`src/rtl/serial_adder.sv`:
```
// serial_adder: multi-cycle adder that consumes DIGIT bits per clock, LSB first.
//
// Latches two WIDTH-bit operands and a carry-in on an accepted start. It then
// runs N = WIDTH/DIGIT steps. It reports {carry, sum} = a + b + cin, plus
// two's-complement overflow, and raises a one-cycle done pulse.
//
// Optional feature macro: SERIAL_ADDER_SUB_EN adds the sub port (a - b).
//
// Parameters:
//   WIDTH    operand/sum width (>= 1)
//   DIGIT    bits added per clock; must divide WIDTH
// Ports:
//   clk      rising-edge clock
//   rst_n    asynchronous active-low reset
//   start    request, accepted when busy=0 (including the done cycle)
//   a, b     operands, sampled with start
//   cin      carry-in, sampled with start
//   sub      subtract select, sampled with start (SERIAL_ADDER_SUB_EN only)
//   busy     operation in progress
//   done     one-cycle result-valid pulse
//   sum      result, held until the next accepted start completes a step
//   carry    carry out of bit WIDTH-1 (1 = no borrow when subtracting)
//   overflow carry into MSB xor carry out of MSB
module serial_adder #(
  parameter int WIDTH = 8,
  parameter int DIGIT = 1
) (
  input  logic             clk,
  input  logic             rst_n,
  input  logic             start,
  input  logic [WIDTH-1:0] a,
  input  logic [WIDTH-1:0] b,
  input  logic             cin,
`ifdef SERIAL_ADDER_SUB_EN
  input  logic             sub,
`endif
  output logic             busy,
  output logic             done,
  output logic [WIDTH-1:0] sum,
  output logic             carry,
  output logic             overflow
);

  localparam int N  = WIDTH / DIGIT;
  localparam int CW = $clog2(N + 1);

  localparam logic [1:0] S_IDLE = 2'd0;
  localparam logic [1:0] S_RUN  = 2'd1;
  localparam logic [1:0] S_DONE = 2'd2;

  logic [1:0]       state_q, state_d;
  logic [WIDTH-1:0] a_q, a_d, b_q, b_d, sum_q, sum_d;
  logic             carry_q, carry_d, ovf_q, ovf_d;
  logic [CW-1:0]    cnt_q, cnt_d;

  logic [DIGIT-1:0] dsum;
  logic [DIGIT:0]   dc;      // ripple carries through the current digit
  logic [WIDTH-1:0] dsum_ext;
  logic             last;
  logic [WIDTH-1:0] b_in;
  logic             c_in;

  // Digit-wide ripple adder on the low DIGIT bits of the operand shifters.
  always_comb begin
    dsum  = '0;
    dc    = '0;
    dc[0] = carry_q;
    for (int i = 0; i < DIGIT; i++) begin
      dsum[i]  = a_q[i] ^ b_q[i] ^ dc[i];
      dc[i+1]  = (a_q[i] & b_q[i]) | (dc[i] & (a_q[i] ^ b_q[i]));
    end
    dsum_ext = WIDTH'(dsum);
  end

  // Subtraction is a + ~b + 1, so it is folded into operand/carry load.
  always_comb begin
`ifdef SERIAL_ADDER_SUB_EN
    b_in = sub ? ~b : b;
    c_in = sub ? 1'b1 : cin;
`else
    b_in = b;
    c_in = cin;
`endif
  end

  assign last = (cnt_q == CW'(N - 1));

  always_comb begin
    state_d = state_q;
    a_d     = a_q;
    b_d     = b_q;
    sum_d   = sum_q;
    carry_d = carry_q;
    ovf_d   = ovf_q;
    cnt_d   = cnt_q;
    case (state_q)
      S_IDLE, S_DONE: begin
        if (start) begin
          state_d = S_RUN;
          a_d     = a;
          b_d     = b_in;
          carry_d = c_in;
          cnt_d   = '0;
        end else begin
          state_d = S_IDLE;
        end
      end
      S_RUN: begin
        // New digit enters at the MSB end; after N steps the digits have
        // settled into their final positions.
        sum_d   = (sum_q >> DIGIT) | (dsum_ext << (WIDTH - DIGIT));
        a_d     = a_q >> DIGIT;
        b_d     = b_q >> DIGIT;
        carry_d = dc[DIGIT];
        cnt_d   = cnt_q + CW'(1);
        if (last) begin
          state_d = S_DONE;
          // The top bit of the final digit is bit WIDTH-1.
          ovf_d   = dc[DIGIT] ^ dc[DIGIT-1];
        end
      end
      default: state_d = S_IDLE;
    endcase
  end

  always_ff @(posedge clk or negedge rst_n) begin
    if (!rst_n) begin
      state_q <= S_IDLE;
      a_q     <= '0;
      b_q     <= '0;
      sum_q   <= '0;
      carry_q <= 1'b0;
      ovf_q   <= 1'b0;
      cnt_q   <= '0;
    end else begin
      state_q <= state_d;
      a_q     <= a_d;
      b_q     <= b_d;
      sum_q   <= sum_d;
      carry_q <= carry_d;
      ovf_q   <= ovf_d;
      cnt_q   <= cnt_d;
    end
  end

  assign busy     = (state_q == S_RUN);
  assign done     = (state_q == S_DONE);
  assign sum      = sum_q;
  assign carry    = carry_q;
  assign overflow = ovf_q;

endmodule
```
`config.mk`:
```
export PLATFORM = sky130hd
export DESIGN_NAME = serial_adder
export DESIGN_NICKNAME = d
export VERILOG_FILES = /design/src/rtl/serial_adder.sv
export SDC_FILE = /design/constraint.sdc
export NUM_CORES = 1
export LEC_CHECK = 0
export BUFFER_PORTS_ARGS = -buffer_cell sky130_fd_sc_hd__buf_2
export CAP_MARGIN = 20
export CORE_MARGIN = 3
export CORE_UTILIZATION = 56
export CTS_CLUSTER_SIZE = 30
export DETAILED_ROUTE_END_ITERATION = 16
export PLACE_DENSITY = 0.88
export SLEW_MARGIN = 40
export SYNTH_ARGS = -nofsm -noshare
export SYNTH_HDL_FRONTEND = slang
export SYNTH_SLANG_ARGS = --single-unit
```
`constraint.sdc`:
```
create_clock -name clk -period 3.8 [get_ports clk]
set_clock_uncertainty 0.2 [all_clocks]
set_input_delay 0.95 -clock clk [delete_from_list [all_inputs] [get_ports clk]]
set_output_delay 0.95 -clock clk [all_outputs]
set_load 0.02 [all_outputs]
```
==> impl_metrics.ini <==
[critical_path]
ff2ff_path_depth = 4
r2r-end = overflow$_DFFE_PN0P_
arrival_ps = 1440
end_kind = output pin
start_kind = register
crit_type = reg -> out
r2r-start = state_q[0]$_DFFE_PN0P_
critPathMaxStageDelay_ps = 380
slowest_stage = dfrtp_1
r2r_slack_ps = 2010
crit_path_start = state_q[0]$_DFFE_PN0P_
crit_chain = nor2b_2, buf_4, buf_2
endpoint = busy
required_ps = 2650
cp_max_fo = 32

[routing]
route.detailed.drc = 0
drt_iter0_drc = 13
vias = 925
viasPerCell = 5.710
antenna_left = 0
dr.pass1.iters = 4
totalWireLength_um = 2582
wire_per_inst_um = 15.94

[timing]
report.final.slew_viol_count = 0
fin_crit_sh_pct = 68.07
worst_pin_slew_ps = 684.4
setup_ws_ps = 1213
setup_viol = 0
rsz0062_at_grt = no
tns_ps = 0
holdWs_ps = 284.4
hold_violations = 0
slew_headroom_pct = 54.37
fin_crit_ps = 2587
max_freq_mhz = 386.6

[final_layout]
syn_to_final_growth_pct = 14.16
antennaDiodeCount = 0
postLayoutCoreUtil_pct = 69.83
layout-drive-gt1-share_pct = 38.06
fin_cells = 162
fin_nets = 155

[floorplan]
die-area_mm2 = 0.003146
core_area_mm2 = 0.002297
die_y_um = 56.09
die_x_um = 56.09
num_rows = 17
ioPinCount = 32
start_util_pct = 61.17

[synthesis]
yosys_warnings = 0
ys_seq_elements = 32
avgSynthCellArea_um2 = 14.05
syn_nets = 122
synth_top_cell_by_area = dfrtp_1
synth_area_mm2 = 0.001405
synth.area.top_cells = dfrtp_1, a22o_1, a21o_1
syn_inst = 100
synth_cell_types = 20
seq_area_frac_synth_pct = 56.99
yosysTopAreaCellShare_pct = 56.99

[clocking]
htree_num_levels = 2
numClockSinks = 32
tritoncts = yes
postCtsSetupBuffers = 0
cts_hold_buf = 0
worstSkewPairLatency_ps = 330
cts_resized = 0
root_buffer = clkbuf_4
cts_made_buffers = 5
path_clk_slew_ps = 90
cts_buffer_depth = 2

[global_route]
grt_pass1_vias = 958
grt_max_degree = 33
grt_pass1_wl_um = 4505
grt_overflow = 0
antenna_found_initial = 0
grt.total_usage_pct = 18.87

[pwr]
power_switching_uw = 544.3
p_leak_uw = 0.0008715
powerDensity_mw_per_mm2 = 911.6
combPwrFrac_pct = 44.4
peakVddDrop_mv = 0.5502
power_frac_clock_pct = 13.7
switching_share_pct = 37.22
seqPwrFrac_pct = 41.9
p_int_uw = 917.9

[worst_hold_path]
min-delay-path-class = reg -> reg

[placed_design]
dp_hpwl_um = 1790
gp_congestion = 0.7902
portBuffers = 31
dp_slack_ps = 1569
place_inst = 154

[run_status]
status = finished, final reports clean

[flow_run]
maxCapViolations = 0
[per-layer routing]
layer	vias to the layer above	wire [um]	track usage, %
li1	435	-	-
met3	7	134	5.336
met4	0	59	11.19
met2	24	1297	30.05
met5	-	0	0
met1	459	1091	22.61
[flip-flops by register name, indices dropped and copies added, names as in the netlist]
| register | flops |
|---|---|
| a_q | 8 |
| b_q | 8 |
| sum | 8 |
| cnt_q | 4 |
| state_q | 2 |
| carry | 1 |
| overflow | 1 |
[logic make-up (layout without fill, tap and decap cells)]
logic type | Yosys count | in the layout | synth area share (%)
fa+ha+maj | 2 | 2 | 2.315
mux | 12 | 12 | 9.439
xor+xnor | 1 | 1 | 0.6234
simple gates | 11 | 11 | 5.789
flops | 32 | 32 | 56.99
compound gates | 35 | 35 | 20.21
buf+inv | 7 | 41 | 4.630
[worst max-delay path, delay by kind of cell, from the launching register on]
kind / cells / cell delay (ps)
flip-flops: 1 / 380
buffers and inverters: 2 / 580
AND/OR/NAND/NOR: 1 / 140
[stage by stage]
step	total power [uW]	cell area (um^2)
final	1462	1604
after global routing	1576	1604
after CTS	1481	1604
after detailed placement	1275	1545
after global placement	1227	1545
after floorplan	1146	1405
[power by group through the flow]
stage | logic [uW] | clock network [uW] | registers [uW]
6_report | 650 | 200 | 612
5_1_grt | 718 | 223 | 635
4_1_cts | 659 | 207 | 615
3_5_place_dp | 655 | 0 | 620
3_3_place_gp | 625 | 0 | 602
2_1_floorplan | 485 | 0 | 661
[Yosys cell counts (all sizes together)]
master,count
a21o,15
a22o,19
buf,7
dfrtp,32
fa,1
ha,1
mux2,10
mux2i,2
nand2,3
nand2b,1
nand4,1
nor2,1
nor2b,4
nor3b,1
o21ai,1
xor2,1
[placed cells by master (no fill, tap or decap)]
cell type / netlist / routed
a21o_1: 15 / 15
a22o_1: 19 / 19
buf_2: 1 / 31
buf_4: 2 / 2
clkbuf_1: 0 / 2
clkbuf_4: 0 / 5
clkbuf_8: 0 / 1
dfrtp_1: 32 / 32
fa_1: 1 / 1
ha_1: 1 / 1
mux2_1: 1 / 1
mux2_2: 9 / 9
mux2i_1: 2 / 2
nand2_1: 3 / 3
nand2b_1: 1 / 1
nand4_1: 1 / 1
nor2_4: 1 / 1
nor2b_1: 3 / 3
nor2b_2: 1 / 1
nor3b_4: 1 / 1
o21ai_0: 1 / 1
xor2_1: 1 / 1
[area by class of cell]
cell class	count	area [um^2]
sequential	32	800.8
fill	179	693.2
multi-input combinational	61	539.3
timing repair buffer	33	170.2
clock buffer	8	58.81
tap	28	35.03
[worst min-delay path by stage]
stage,from,end,depth (start not counted)
final,b_q[4]$_DFFE_PN0P_,b_q[4]$_DFFE_PN0P_,1
after global routing,a_q[6]$_DFFE_PN0P_,a_q[6]$_DFFE_PN0P_,1
after CTS,a_q[6]$_DFFE_PN0P_,a_q[6]$_DFFE_PN0P_,1
after detailed placement,a_q[6]$_DFFE_PN0P_,a_q[6]$_DFFE_PN0P_,1
after global placement,b_q[3]$_DFFE_PN0P_,b_q[3]$_DFFE_PN0P_,1
after floorplan,a_q[1]$_DFFE_PN0P_,a_q[1]$_DFFE_PN0P_,1
(Power assumes the default switching activity.)
